`config.mk`:
```
export PLATFORM = sky130hd
export DESIGN_NAME = alu_issue_ctrl
export DESIGN_NICKNAME = d
export VERILOG_FILES = /design/src/rtl/alu_issue_ctrl.sv
export SDC_FILE = /design/constraint.sdc
export NUM_CORES = 1
export LEC_CHECK = 0
export BUFFER_PORTS_ARGS = -buffer_cell sky130_fd_sc_hd__buf_4
export CAP_MARGIN = 25
export CORE_UTILIZATION = 52
export CTS_CLUSTER_SIZE = 24
export DETAILED_ROUTE_END_ITERATION = 12
export PLACE_DENSITY = 0.86
export SYNTH_ARGS = -nofsm -noshare
export SYNTH_HDL_FRONTEND = slang
export SYNTH_SLANG_ARGS = --single-unit
```
`constraint.sdc`:
```
create_clock -name clk -period 4.6 [get_ports clk]
set_input_delay 0.23 -clock clk [delete_from_list [all_inputs] [get_ports clk]]
set_output_delay 0.23 -clock clk [all_outputs]
set_load 0.05 [all_outputs]
```
`src/rtl/alu_issue_ctrl.sv`:
```
// Issue controller for the combinational ALU: one tagged op in flight, ALU
// operands held from registers, tagged response with backpressure, timeout and reserved-op errors.

package opcode_pkg;
    typedef enum logic [3:0] {
        OP_NOP  = 4'h0,
        OP_ADD  = 4'h1,
        OP_SUB  = 4'h2,
        OP_MUL  = 4'h3,
        OP_AND  = 4'h4,
        OP_OR   = 4'h5,
        OP_XOR  = 4'h6,
        OP_SHL  = 4'h7,
        OP_SHR  = 4'h8,
        OP_SP4  = 4'h9,
        OP_RES1 = 4'hE,
        OP_RES2 = 4'hF
    } opcode_t;
endpackage

module alu_issue_ctrl
    import opcode_pkg::*;
#(
    parameter int TAG_W   = 5,
    parameter int TIMEOUT = 15
) (
    input  logic             clk,
    input  logic             rst,
    input  logic             req_valid,
    output logic             req_ready,
    input  logic [3:0]       req_op,
    input  logic [31:0]      req_a,
    input  logic [31:0]      req_b,
    input  logic [TAG_W-1:0] req_tag,
    output logic [3:0]       alu_op,
    output logic [31:0]      alu_a,
    output logic [31:0]      alu_b,
    input  logic [31:0]      alu_result,
    input  logic             alu_done,
    output logic             rsp_valid,
    input  logic             rsp_ready,
    output logic [31:0]      rsp_result,
    output logic [TAG_W-1:0] rsp_tag,
    output logic             rsp_err,
    output logic             busy,
    output logic [15:0]      ops_count
);

    typedef enum logic [1:0] {
        S_IDLE,
        S_EXEC,
        S_RESP
    } state_t;

    localparam logic [7:0] TMO_LIMIT = 8'(TIMEOUT);

    state_t             state_reg, state_next;
    opcode_t            op_reg, op_next;
    logic [31:0]        a_reg, a_next;
    logic [31:0]        b_reg, b_next;
    logic [TAG_W-1:0]   tag_reg, tag_next;
    logic [31:0]        result_reg, result_next;
    logic               err_reg, err_next;
    logic [7:0]         tmo_reg, tmo_next;
    logic [15:0]        ops_reg, ops_next;
    logic [7:0]         tmo_inc;

    assign tmo_inc = tmo_reg + 8'd1;

    always_ff @(posedge clk) begin
        if (rst) begin
            state_reg  <= S_IDLE;
            op_reg     <= OP_NOP;
            a_reg      <= '0;
            b_reg      <= '0;
            tag_reg    <= '0;
            result_reg <= '0;
            err_reg    <= 1'b0;
            tmo_reg    <= '0;
            ops_reg    <= '0;
        end else begin
            state_reg  <= state_next;
            op_reg     <= op_next;
            a_reg      <= a_next;
            b_reg      <= b_next;
            tag_reg    <= tag_next;
            result_reg <= result_next;
            err_reg    <= err_next;
            tmo_reg    <= tmo_next;
            ops_reg    <= ops_next;
        end
    end

    always_comb begin
        state_next  = state_reg;
        op_next     = op_reg;
        a_next      = a_reg;
        b_next      = b_reg;
        tag_next    = tag_reg;
        result_next = result_reg;
        err_next    = err_reg;
        tmo_next    = tmo_reg;
        ops_next    = ops_reg;
        case (state_reg)
            S_IDLE: begin
                if (req_valid) begin
                    op_next  = opcode_t'(req_op);
                    a_next   = req_a;
                    b_next   = req_b;
                    tag_next = req_tag;
                    // Reserved opcodes are answered directly; the ALU never sees them.
                    if (req_op == OP_RES1 || req_op == OP_RES2) begin
                        state_next  = S_RESP;
                        err_next    = 1'b1;
                        result_next = '0;
                    end else begin
                        state_next = S_EXEC;
                        tmo_next   = '0;
                    end
                end
            end
            S_EXEC: begin
                if (alu_done) begin
                    state_next  = S_RESP;
                    result_next = alu_result;
                    err_next    = 1'b0;
                end else begin
                    tmo_next = tmo_inc;
                    if (tmo_inc == TMO_LIMIT) begin
                        state_next  = S_RESP;
                        result_next = '0;
                        err_next    = 1'b1;
                    end
                end
            end
            S_RESP: begin
                if (rsp_ready) begin
                    state_next = S_IDLE;
                    if (!err_reg) begin
                        ops_next = ops_reg + 16'd1;
                    end
                end
            end
            default: state_next = S_IDLE;
        endcase
    end

    // ALU inputs are only non-zero while an operation is executing.
    assign alu_op     = (state_reg == S_EXEC) ? op_reg : OP_NOP;
    assign alu_a      = (state_reg == S_EXEC) ? a_reg : 32'd0;
    assign alu_b      = (state_reg == S_EXEC) ? b_reg : 32'd0;

    assign req_ready  = (state_reg == S_IDLE) && !rst;
    assign rsp_valid  = (state_reg == S_RESP);
    assign rsp_result = result_reg;
    assign rsp_tag    = tag_reg;
    assign rsp_err    = err_reg;
    assign busy       = (state_reg != S_IDLE);
    assign ops_count  = ops_reg;

endmodule

```
Word level (Yosys, flattened, before mapping)
Index checks and enable logic that the tools add are counted.
- eq/ne operators: 11
- bitwise operators: 1
- add/sub/neg operators: 2
- muxes and demuxes: 23
- reductions and logical operators: 11
- operators with widths (cell ; count):
    2-to-1 mux 32 bit ; 6
    one-hot mux 32 bit (2 select lines) ; 1
    2-to-1 mux 8 bit ; 3
    adder 16 x 1 -> 16 bit (second input constant) ; 1
    one-hot mux 8 bit (2 select lines) ; 1
    2-to-1 mux 2 bit ; 5
    adder 8 x 1 -> 8 bit (second input constant) ; 1
    equality test 4 bit (second input constant) ; 2
    equality test 8 x 4 -> 1 bit (second input constant) ; 1
    inequality test 2 bit (second input constant) ; 4
    AND reduction 4 bit ; 2
    one-hot mux 2 bit (3 select lines) ; 1
    AND reduction 3 bit ; 2
    2-to-1 mux 1 bit ; 4
    2-to-1 mux 4 bit ; 1
    nonzero test 2 bit ; 2
    inequality test 3 bit (second input constant) ; 1
    equality test 2 x 1 -> 1 bit (second input constant) ; 1
    equality test 2 bit (second input constant) ; 1
    logical NOT 2 bit ; 1
    inequality test 2 x 1 -> 1 bit (second input constant) ; 1
    one-hot mux 1 bit (2 select lines) ; 1
    AND reduction 2 bit ; 1
    logical AND 1 bit ; 1
    3 further kinds ; 3
- output and inout port bits: 125
- input port bits: 110
- logic and storage cells: 57
- register bits after elaboration: 132

Longest topological paths before layout
Gate-level depths: netlist of run 1.
- word-level depth: 5
- depth in mapped cells: 8
- gate-level depth less buffers: 6

Least setup slack after synthesis of run 1
OpenSTA, ideal clock, no wires.
- path type: flip-flop to flip-flop
- start: register tmo_reg[0]
- end: register result_reg[10] (netlist: rsp_result[10])
- clock period less this slack: 1804 ps
- required time: 4461 ps
- setup slack: 2796 ps
- arrival: 1665 ps
- setup time: 139 ps
- path buffers: 1
- cell stages (with the launch flop): 8
- path through: dfxtp_1 -> ha_1 -> and3_2 -> o21ai_1 -> a221o_1 -> o21ai_4 -> buf_6 -> a311oi_1
- word-level cells in the longest chain between the ends: 4
- RTL lines (item ; RTL line ; text):
    start, declared ; 64 ; logic [7:0] tmo_reg, tmo_next;
    start signal, assigned ; 89 ; tmo_reg <= tmo_next;
    adder 8 x 1 -> 8 bit ; 68 ; assign tmo_inc = tmo_reg + 8'd1;
    equality test 8 x 4 -> 1 bit ; 129 ; if (tmo_inc == TMO_LIMIT) begin
    inequality test 3 bit (no source line) ; n/a ;
    AND reduction 4 bit (no source line) ; n/a ;
    end signal, assigned ; 87 ; result_reg <= result_next;
    end, declared ; 62 ; logic [31:0] result_reg, result_next;
No other way between the ends.
A chain may end at the register's enable or synchronous reset.

Final worst setup path of run 1
- start: register tmo_reg[0]
- end: register result_reg[30] (netlist: rsp_result[30])
Same word-level chain as after synthesis.

==> results.py, run 1 <==
metrics = {
    "route": {
        "ant_nets": 0,
        "dr_total_vias": 6730,
        "viasPerCell": 5.73,
        "drtPass1Iterations": 8,
        "drt_iter0_markers": 621,
        "wl_per_cell_um": 18.2,
        "drc": 0,
        "drt_wl_total_um": 21300,
    },
    "hold_path": {
        "hold_class": "input pin to register",
    },
    "placement": {
        "placed_area_mm2": 0.00740,
        "numPortBuffers": 234,
        "dpl.hpwl_um": 10800,
        "gp_congestion": 0.827,
    },
    "worst_setup_path": {
        "worstPathArrival_ns": 2.83,
        "critPathSlowestCell": "o21ai_4",
        "cpLargestDelayFamily": "compound AO/OA/AOI/OAI gates",
        "worstPathRequired_ns": 4.95,
        "cp_num_buf_inv": 0,
        "cpPeakStageDelay_ns": 0.71,
        "critPathLaunchType": "register",
        "worstSetupPathType": "register to register",
        "crit_path_max_fanout": 34,
        "end_kind": "register",
        "path_cells": "ha_1, and3_2, o21ai_1, a221o_1, o21ai_4, a311oi_1",
    },
    "sta": {
        "whs_ns": 0.00144,
        "setup_violations": 0,
        "hold_viol_final": 0,
        "maxSlewHeadroom_pct": 42.5,
        "slew_violations": 0,
        "finalSetupTns_ns": 0,
        "fmax_mhz": 402,
        "fin_crit_sh_pct": 54.0,
        "rsz0062_at_grt": "false",
        "finalCriticalPeriod_ns": 2.48,
        "tightest_slew_ns": 0.859,
        "fin_skew_ns": 0.00621,
    },
    "clock_network": {
        "cts_resized": 0,
        "tritoncts": "yes",
        "clk_pin_slew_ns": 0.06,
        "hold_buffers": 100,
        "cts_buffer_depth": 2,
        "numClockSinks": 132,
        "post-cts-setup-buffer-count": 0,
        "cts_root_buf": "clkbuf_8",
        "clk_latency_ns": 0.53,
        "cts_buffers": 17,
        "cts_max_level": 4,
    },
    "global_routing": {
        "grt_start_max_net_pins": 72,
        "first_global_vias": 6417,
        "grtUsageTotal_pct": 35.9,
        "antenna_found_initial": 3,
        "grt_remaining_overflow": 0,
        "grt_pass1_wl_um": 31600,
    },
    "synthesis": {
        "synth_seq_cells": 132,
        "yosysMostFrequentCell": "nand2_1",
        "synth.largest_area_cell": "dfxtp_1",
        "netlist_area_mm2": 0.00567,
        "synthCells": 716,
        "synth_edf_count": 0,
        "async_flop_share_pct": 0,
        "synth_top_area_share_pct": 46.6,
        "ys_types": 40,
        "synth_area_leaders": "dfxtp_1, nand2_1, a21oi_1",
        "ys_seq_area_share_pct": 46.6,
        "synth_ff_type": "dfxtp_1",
        "syn_nets": 829,
        "yosys_warnings": 0,
        "synthTopCellsByCount": "nand2_1, dfxtp_1, a21oi_1",
        "syn_avg_cell_area_um2": 7.91,
    },
    "cells_and_area": {
        "multiInputGateArea_mm2": 0.00277,
        "final_area_mm2": 0.00899,
        "n_fill_cell": 493,
        "nNetsFinal": 1136,
        "synthToLayoutAreaGrowth_pct": 58.7,
        "register_area_mm2": 0.00264,
        "drive_above_1_share_pct": 27.0,
    },
    "flow_run": {
        "maxCapViolCount": 0,
    },
    "power_and_ir_drop": {
        "p_per_area_mw_per_mm2": 360,
        "irDropWorstVdd_mv": 0.254,
        "total_power_mw": 3.23,
        "power_leakage_nw": 3.80,
    },
    "run_status": {
        "outcome": "complete, no violations",
    },
    "die": {
        "die_w_um": 106,
        "core_mm2": 0.0105,
        "dieHeight_um": 106,
        "num_rows": 37,
        "start_util_pct": 54.2,
        "dieArea_mm2": 0.0113,
        "pin_count": 235,
    },
}
## power by group
group	total (mW)	leakage [nW]	switching [mW]	internal [mW]
clock network	1.28	0.260	0.514	0.768
registers	1.27	1.08	0.0491	1.22
logic	0.687	2.47	0.433	0.254
total	3.23	3.80	0.996	2.24
## logic make-up (layout without fill, tap and decap cells)
family / Yosys count / after routing / synth area share (%)
and+or+nand+nor: 339 / 339 / 27.9
AOI/OAI and AO/OA: 170 / 170 / 17.9
DFF: 132 / 132 / 46.6
buffers and inverters: 59 / 379 / 4.81
xor gates and xnor gates: 11 / 11 / 1.70
adders and majority gates: 3 / 3 / 0.662
muxes: 2 / 2 / 0.353
other: 0 / 3 / 0
## area by class of cell
type / count / share of cell area (%)
Timing Repair Buffer: 341 / 31.4
Multi-Input combinational cell: 525 / 30.8
Sequential cell: 132 / 29.4
Clock buffer: 19 / 4.69
Tap cell: 136 / 1.89
Clock inverter: 13 / 1.50
Inverter: 6 / 0.250
Antenna cell: 3 / 0.0835
## cells in the final DEF (no fill, tap or decap), types with 2 or more instances in the layout
| cell | instances |
|---|---|
| diode_2 | 3 |
| nand3_1 | 8 |
| and2_1 | 71 |
| clkbuf_16 | 16 |
| nand2_1 | 189 |
| ha_1 | 3 |
| o21ai_0 | 10 |
| dlygate4sd3_1 | 101 |
| a21oi_1 | 116 |
| nor3_1 | 5 |
| bufinv_16 | 2 |
| nor2_1 | 31 |
| inv_1 | 6 |
| xnor2_1 | 5 |
| nor2b_1 | 4 |
| dfxtp_1 | 132 |
| nand2b_1 | 4 |
| nor4_1 | 3 |
| clkinv_2 | 4 |
| and2_2 | 2 |
| xor2_1 | 6 |
| a311oi_1 | 34 |
| buf_4 | 239 |
| or3_1 | 5 |
| mux2i_1 | 2 |
| nand4_1 | 6 |
| nand3b_1 | 2 |
| clkbuf_1 | 2 |
| clkinvlp_4 | 5 |
## worst paths after layout
path | from | to | slack (ns) | cells after the start
max | tmo_reg[0]$_SDFFE_PP0P_ | rsp_result[30]$_SDFFE_PP0P_ | 2.12 | 6
min | alu_result[3] | rsp_result[3]$_SDFFE_PP0P_ | 0.001 | 3
max reg2reg | tmo_reg[0]$_SDFFE_PP0P_ | rsp_result[30]$_SDFFE_PP0P_ | 2.12 | 6
min reg2reg | b_reg[0]$_SDFFE_PP0P_ | b_reg[0]$_SDFFE_PP0P_ | 0.45 | 2
## worst register-to-register path, cell delays in order (launching register included)
cell	delay, ns
dfxtp_1	0.45
ha_1	0.24
and3_2	0.24
o21ai_1	0.08
a221o_1	0.32
o21ai_4	0.71
a311oi_1	0.27
## routing by layer
layer	global-route usage [%]	vias up	share of wire [%]
met3	9.38	130	7.9
met4	23.9	0	6.1
met5	0	-	0
met1	37.2	3108	35
met2	63.5	457	51
li1	-	3035	-
## per-stage QoR
| step | instances | utilization (%) | worst slack, ns |
|---|---|---|---|
| floorplan | 716 | - | 2.80 |
| global placement | 1038 | 70.7 | 2.35 |
| detailed placement | 1038 | 70.7 | 2.23 |
| CTS | 1170 | 85.6 | 2.21 |
| global route | 1175 | 85.9 | 1.97 |
| finish | 1175 | 85.9 | 2.12 |
(Power assumes the default switching activity.)
==> run 2: changes to the inputs <==
- CORE_UTILIZATION: 52 -> 43
- PLACE_DENSITY: 0.86 -> 0.76
- clock period: 4.6 -> 2.05 ns (I/O delays scaled with it)
==> run 2 against run 1 <==
  * Sequential share of layout area fell by 1.3 points
  * Combinational power up 130%
  * Clock power increased to 2.7 times the previous value
  * Largest power group unchanged
  * Wire length shrank 14%
  * Highest routed layer unchanged
  * Hold slack better by 0.061 ns
  * Critical endpoint is now alu_b[10]
  * Setup slack worse by 1.9 ns
==> results.py, run 2 (synthesis results as in run 1) <==
metrics = {
    "route": {
        "drt_iter0_markers": 548,
        "dr_total_vias": 6269,
        "drt_wl_total_um": 18200,
        "drc": 0,
        "ant_nets": 0,
        "viasPerCell": 5.11,
        "drtPass1Iterations": 5,
        "wl_per_cell_um": 14.9,
    },
    "worst_setup_path": {
        "rr_worst_depth": 7,
        "critPathLaunchType": "register",
        "worstPathArrival_ns": 1.74,
        "crit_path_max_fanout": 30,
        "worstPathRequired_ns": 1.95,
        "critPathSlowestCell": "dfxtp_1",
        "worstSetupPathType": "register to output port",
        "end_kind": "output port",
        "cpPeakStageDelay_ns": 0.43,
        "path_cells": "nor2b_4, buf_6, and2_1, buf_4",
    },
    "global_routing": {
        "grtUsageTotal_pct": 26.0,
        "grt_pass1_wl_um": 27400,
        "grt_start_max_net_pins": 69,
        "grt_remaining_overflow": 0,
        "antenna_found_initial": 0,
        "first_global_vias": 5611,
    },
    "power_and_ir_drop": {
        "p_per_area_mw_per_mm2": 842,
        "total_power_mw": 7.91,
        "irDropWorstVdd_mv": 0.587,
        "power_leakage_nw": 4.01,
    },
    "clock_network": {
        "cts_buffer_depth": 2,
        "cts_root_buf": "clkbuf_16",
        "tritoncts": "yes",
        "cts_buffers": 17,
        "clk_latency_ns": 0.41,
        "clk_pin_slew_ns": 0.05,
        "numClockSinks": 132,
        "cts_max_level": 4,
    },
    "die": {
        "pin_count": 235,
        "num_rows": 41,
        "core_mm2": 0.0127,
        "dieArea_mm2": 0.0136,
        "start_util_pct": 44.5,
        "dieHeight_um": 117,
        "die_w_um": 117,
    },
    "cells_and_area": {
        "instances_no_fill": 1228,
        "final_cell_mix": "buf_4, nand2_1, dfxtp_1",
        "drive_above_1_share_pct": 28.1,
        "synthToLayoutAreaGrowth_pct": 65.8,
        "multiInputGateArea_mm2": 0.00277,
        "final_area_mm2": 0.00940,
        "register_area_mm2": 0.00264,
        "n_fill_cell": 921,
        "layout_commonest_cell": "buf_4",
        "n_antenna_cell": 0,
        "nNetsFinal": 1156,
        "fin_util_pct": 73.9,
    },
    "placement": {
        "placed_area_mm2": 0.00762,
        "dpl.hpwl_um": 10300,
        "place_inst": 1088,
        "pre_cts_slack_ns": 0.244,
        "numPortBuffers": 234,
        "gp_congestion": 0.902,
    },
    "sta": {
        "fmax_mhz": 542,
        "fin_skew_ns": 0.00524,
        "whs_ns": 0.0624,
        "worst_slack_ns": 0.206,
        "fin_crit_sh_pct": 89.9,
        "tightest_slew_ns": 0.429,
        "finalCriticalPeriod_ns": 1.84,
        "rsz0062_at_grt": "false",
        "maxSlewHeadroom_pct": 71.4,
        "hold_viol_final": 0,
        "setup_violations": 0,
        "slew_violations": 0,
        "finalSetupTns_ns": 0,
    },
    "hold_path": {
        "hold_depth": 4,
        "hold_class": "input pin to register",
    },
    "run_status": {
        "outcome": "complete, no violations",
    },
    "flow_run": {
        "maxCapViolCount": 0,
    },
}
run 2: power by group:
part           total (mW)  switching (mW)  internal, mW
combinational        1.59           0.947         0.645
sequential           2.81          0.0784          2.73
clock                3.51            1.07          2.44
total                7.91            2.10          5.81
run 2: cell type report:
| cell class | count | share of cell area (%) |
|---|---|---|
| timing repair buffer | 361 | 32.5 |
| clock inverter | 9 | 2.08 |
| clock buffer | 23 | 5.30 |
| multi-input combinational | 525 | 29.5 |
| inverter | 6 | 0.240 |
| tap | 172 | 2.29 |
| sequential | 132 | 28.1 |
run 2: path summary, 6_finish.rpt:
check,from,end,slack [ns]
max,state_reg[0]$_SDFFE_PP0P_,alu_b[10],0.21
min,alu_done,tmo_reg[1]$_SDFFE_PP0P_,0.06
max reg2reg,tmo_reg[0]$_SDFFE_PP0P_,rsp_result[24]$_SDFFE_PP0P_,0.21
min reg2reg,b_reg[14]$_SDFFE_PP0P_,b_reg[14]$_SDFFE_PP0P_,0.45
run 2: timing repair:
action,in CTS,in global routing
hold buffers,105,0
resized for setup,0,2
endpoints found under the setup margin,0,58
buffers inserted,0,3
endpoints found under the hold margin,105,0
run 2: metal layers:
| layer | track usage (%) | wire (µm) | share of wire [%] | up-vias |
|---|---|---|---|---|
| met5 | 0 | 0 | 0 | - |
| met4 | 13.1 | 571 | 3.1 | 0 |
| met3 | 8.34 | 1360 | 7.4 | 48 |
| met2 | 43.8 | 9050 | 50 | 257 |
| met1 | 29.6 | 7270 | 40 | 2893 |
| li1 | - | - | - | 3071 |
run 2: critical path: cells and delay by family, from the launching register on:
kind          cells  cell delay, ns
buf+inv           2            0.45
flops             1            0.43
simple gates      2            0.45
